<file path="config.mk">
export PLATFORM = sky130hd
export DESIGN_NAME = wb_shared_arbiter
export DESIGN_NICKNAME = d
export VERILOG_FILES = /design/src/rtl/wb_shared_arbiter.sv
export SDC_FILE = /design/constraint.sdc
export NUM_CORES = 1
export LEC_CHECK = 0
export ABC_AREA = 1
export ABC_CLOCK_PERIOD_IN_PS = 2300
export BUFFER_PORTS_ARGS = -buffer_cell sky130_fd_sc_hd__buf_2
export CAP_MARGIN = 20
export CORE_AREA = 2 2 123 125
export DETAILED_ROUTE_END_ITERATION = 10
export DIE_AREA = 0 0 125 127
export GPL_TIMING_DRIVEN = 0
export SLEW_MARGIN = 20
export SYNTH_ARGS = -nofsm -noshare
export SYNTH_HDL_FRONTEND = slang
export SYNTH_SLANG_ARGS = --single-unit
</file>
<file path="constraint.sdc">
create_clock -name clk -period 2.3 [get_ports clk]
set_input_delay 0.46 -clock clk [delete_from_list [all_inputs] [get_ports clk]]
set_output_delay 0.46 -clock clk [all_outputs]
set_load 0.02 [all_outputs]
</file>
<file path="src/rtl/wb_shared_arbiter.sv">
// Two-master, one-slave Wishbone arbiter: the data bus (m0) and instruction bus (m1) share one slave.
// A grant is held for a whole cycle; a watchdog ends a hung strobe with a one-cycle error pulse.
module wb_shared_arbiter #(
  parameter int ADDR_W  = 32,
  parameter int DATA_W  = 32,
  parameter int RR_MODE = 0,
  parameter int TIMEOUT = 255
) (
  input  logic                clk,
  input  logic                rst,
  input  logic [ADDR_W-1:0]   m0_addr_i,
  input  logic [DATA_W-1:0]   m0_data_i,
  input  logic                m0_we_i,
  input  logic [DATA_W/8-1:0] m0_sel_i,
  input  logic                m0_stb_i,
  input  logic                m0_cyc_i,
  output logic [DATA_W-1:0]   m0_data_o,
  output logic                m0_ack_o,
  output logic                m0_err_o,
  input  logic [ADDR_W-1:0]   m1_addr_i,
  input  logic [DATA_W-1:0]   m1_data_i,
  input  logic                m1_we_i,
  input  logic [DATA_W/8-1:0] m1_sel_i,
  input  logic                m1_stb_i,
  input  logic                m1_cyc_i,
  output logic [DATA_W-1:0]   m1_data_o,
  output logic                m1_ack_o,
  output logic                m1_err_o,
  output logic [ADDR_W-1:0]   s_addr_o,
  output logic [DATA_W-1:0]   s_data_o,
  output logic                s_we_o,
  output logic [DATA_W/8-1:0] s_sel_o,
  output logic                s_stb_o,
  output logic                s_cyc_o,
  input  logic [DATA_W-1:0]   s_data_i,
  input  logic                s_ack_i,
  output logic [1:0]          gnt_o
);

  typedef enum logic [1:0] {IDLE, G0, G1} state_t;

  localparam logic [7:0] WD_LAST = 8'(TIMEOUT - 1);

  state_t     state;
  logic       last_gnt;   // 1: m1 held the most recent grant
  logic [7:0] wd_cnt;

  logic req0, req1;
  logic own_stb, own_cyc;
  logic timeout;

  assign req0 = m0_cyc_i & m0_stb_i;
  assign req1 = m1_cyc_i & m1_stb_i;

  // Forward the owner's signals; IDLE drives the slave port to all zeros.
  // NOTE: every output gets a default first so no path through this block infers a latch.
  always_comb begin
    s_addr_o = '0;
    s_data_o = '0;
    s_we_o   = 1'b0;
    s_sel_o  = '0;
    own_stb  = 1'b0;
    own_cyc  = 1'b0;
    unique case (state)
      G0: begin
        s_addr_o = m0_addr_i;
        s_data_o = m0_data_i;
        s_we_o   = m0_we_i;
        s_sel_o  = m0_sel_i;
        own_stb  = m0_stb_i;
        own_cyc  = m0_cyc_i;
      end
      G1: begin
        s_addr_o = m1_addr_i;
        s_data_o = m1_data_i;
        s_we_o   = m1_we_i;
        s_sel_o  = m1_sel_i;
        own_stb  = m1_stb_i;
        own_cyc  = m1_cyc_i;
      end
      default: ;
    endcase
  end

  // An ack in the same cycle always beats the watchdog.
  assign timeout = own_stb & ~s_ack_i & (wd_cnt == WD_LAST);

  assign s_cyc_o   = own_cyc;
  assign s_stb_o   = own_stb & ~timeout;
  assign gnt_o     = {state == G1, state == G0};
  assign m0_ack_o  = (state == G0) & s_ack_i;
  assign m1_ack_o  = (state == G1) & s_ack_i;
  assign m0_data_o = (state == G0) ? s_data_i : '0;
  assign m1_data_o = (state == G1) ? s_data_i : '0;
  assign m0_err_o  = (state == G0) & timeout;
  assign m1_err_o  = (state == G1) & timeout;

  // NOTE: state registers use non-blocking assignments so every flop samples pre-edge values.
  always_ff @(posedge clk) begin
    if (!rst) begin
      state    <= IDLE;
      last_gnt <= 1'b1;
      wd_cnt   <= '0;
    end else begin
      if (state == IDLE || !own_cyc || !own_stb || s_ack_i || timeout)
        wd_cnt <= '0;
      else
        wd_cnt <= wd_cnt + 8'd1;

      unique case (state)
        IDLE: begin
          if (req0 && (!req1 || RR_MODE == 0 || last_gnt)) begin
            state    <= G0;
            last_gnt <= 1'b0;
          end else if (req1) begin
            state    <= G1;
            last_gnt <= 1'b1;
          end
        end
        G0:      if (!m0_cyc_i) state <= IDLE;
        G1:      if (!m1_cyc_i) state <= IDLE;
        default: state <= IDLE;
      endcase
    end
  end

endmodule
</file>
==> out/qor.csv <==
metric,value,unit
status,"finished, final reports clean",
tritoncts,done,
ys_seq_elements,10,
synth_top_family_by_area,simple AND/OR/NAND/NOR gates,
crit_end,s_data_o[6],
synth.top_cell.area_share,39.0,%
power_per_cell_area,429,nW/um^2
fmax,0.450,GHz
grt_pass1_wl,17800,um
dieArea,15900,sq um
worst_pin_slew,0.276,ns
root_buffer,clkbuf_16,
crit_path_start_kind,register,
r2r-end,wd_cnt[7]$_SDFF_PP0_,
grt_use_total,13.6,%
diodes,0,
ioPinCount,318,
grt_max_degree,11,
netlist_instances,460,
r2r_slack,0.92,ns
drtAntennaViolNets,0,
ys_seq_area_share,9.16,%
crit_fanout,10,
io_buffers,317,
r2r_cells,9,
grt_antenna_before_repair,0,
start_util,15.1,%
globalRouteOverflowTotal,0,
min_from,wd_cnt[0]$_SDFF_PP0_,
yosys-top-cells-area,"nand2_1, a21oi_1, inv_1",
vdd_drop_max,0.000670,V
numCtsBuffers,3,
rsz0062_at_grt,true,
first_iter_violations,159,
synth_compound_area_share,16.3,%
vias_per_cell,4.00,
synth-xor-area-share,1.20,%
drive_gt1_share,47.6,%
hold_ws,0.463,ns
required,1.84,ns
synthesis.nets,642,
totalWireLength,11900,um
endpoint_kind,output port,
synthToLayoutAreaGrowth,91.4,%
h-tree-depth,1,
skew,0.00198,ns
r2r_start,state[0]$_SDFFE_PN0P_,
fp-row-count,44,
period_minus_slack,2.22,ns
wire_per_inst,12.3,um
yosys.area_share.simple,49.0,%
dp_hpwl,10000,um
yosys.area.top_type,nand2_1,
drc,0,
clockBufferDepth,2,
core_area,14400,sq um
vias,3864,
fin_nets,964,
ys_types,20,
worstSetupStartpoint,state[0]$_SDFFE_PN0P_,
yosys_warnings,0,
syn_area,2180,sq um
hold_viol,0,
firstDrtPassIters,4,
dieWidth,125,um
setup_viol,0,
hold_buffers,0,
hold_class,reg -> reg,
max_slew_margin,81.6,%
syn_avg_cell_area,4.75,sq um
place_congestion,0.809,
clk_latency,0.24,ns
maxCapViolCount,0,
cp.arrival,1.76,ns
power.total,1.79,mW
worst-setup-path-type,reg -> out,
post-route-period-util,96.7,%
clkSinkCount,10,
synthMuxAreaShare,0,%
p_leak,2.76,nW
clk_pin_slew,0.04,ns
grt_pass1_vias,3553,
synth_fa_ha_area_share,2.86,%
die_h,127,um
finalMaxSlewViolations,0,
[cell families (layout without fill, tap and decap cells)]
logic type	after synthesis	count (layout)
simple gates	261	261
xor+xnor	3	3
buf+inv	110	431
flops	10	10
compound gates	71	71
fa+ha+maj	5	5
[synthesized netlist by cell type]
master    number
nor2_4         2
ha_1           5
xor2_1         2
xnor2_1        1
nand3_4        1
nor2_1        10
a21oi_1       71
nor2_2         8
nor3_1         3
nand3_1        6
inv_2          1
nand4_4        1
buf_2         13
inv_1         78
nand2_4        1
clkbuf_1       7
nand2_1      227
buf_4         11
nand2_2        2
dfxtp_1       10
[power by group]
group | leakage [nW] | total [mW] | internal [mW] | switching (mW)
clock network | 0.0442 | 0.351 | 0.262 | 0.0886
registers | 0.0809 | 0.182 | 0.179 | 0.00285
logic | 2.64 | 1.26 | 0.445 | 0.817
[layer usage]
layer  routed length, um  up-vias  GRT usage, %
li1                    -     2005             -
met1                4800     1665          17.1
met2                5820      183          24.5
met3                1110       11          2.81
met4                 119        0          2.16
met5                   0        -             0
[layout by cell type (no fill, tap or decap)]
cell type  synthesis  layout
a21oi_1           71      68
a21oi_2            0       3
buf_2             13     324
buf_4             11       8
buf_6              0       7
buf_8              0       2
clkbuf_16          0       3
clkbuf_2           0       2
clkbuf_4           0       5
clkbuf_8           0       1
dfxtp_1           10      10
ha_1               5       4
ha_2               0       1
inv_1             78      78
inv_2              1       1
nand2_1          227     227
nand2_2            2       2
nand2_4            1       1
nand3_1            6       6
nand3_4            1       1
nand4_4            1       1
nor2_1            10      10
nor2_2             8       8
nor2_4             2       2
nor3_1             3       3
xnor2_1            1       1
xor2_1             2       2
[worst min-delay path by stage]
stage,to,cells after the start
2_1_floorplan,wd_cnt[0]$_SDFF_PP0_,1
3_3_place_gp,wd_cnt[0]$_SDFF_PP0_,1
3_5_place_dp,wd_cnt[0]$_SDFF_PP0_,1
4_1_cts,wd_cnt[0]$_SDFF_PP0_,1
5_1_grt,state[1]$_SDFFE_PN0P_,3
6_report,wd_cnt[0]$_SDFF_PP0_,1
[cell type report]
| cell class | count | area (sq um) |
|---|---|---|
| Buffer | 31 | 239 |
| Clock buffer | 4 | 88.8 |
| Fill cell | 1675 | 10200 |
| Inverter | 79 | 297 |
| Multi-Input combinational cell | 340 | 1530 |
| Sequential cell | 10 | 200 |
| Tap cell | 184 | 230 |
| Timing Repair Buffer | 317 | 1600 |
[registers in the layout, indices dropped and copies added, names as in the netlist]
register  flops
wd_cnt        8
state         2
[worst max-delay path, stage by stage (launching register included)]
cell	delay [ns]
dfxtp_1	0.35
inv_1	0.07
ha_2	0.38
inv_2	0.10
clkbuf_4	0.21
a21oi_1	0.21
buf_2	0.20
[metrics by stage]
stage          std cells  util [%]  setup WS, ns  TNS, ns  instance area [sq um]
4_1_cts              965      28.5       -0.0387   -0.207                   4110
6_report             965      29.0        0.0766        0                   4180
3_5_place_dp         961      27.7        -0.250    -1.31                   4000
2_1_floorplan        460         -         0.284        0                   2180
5_1_grt              965      29.0       -0.0198  -0.0227                   4180
3_3_place_gp         961      27.7        -0.232    -1.18                   4000
[timing repair]
action                                  4_1_cts  5_1_grt
endpoints found under the setup margin       68       88
setup buffers                                 0        0
resized for setup                            11       27
cloned                                        0        0
Note: power is estimated with default switching activity, not from simulation.
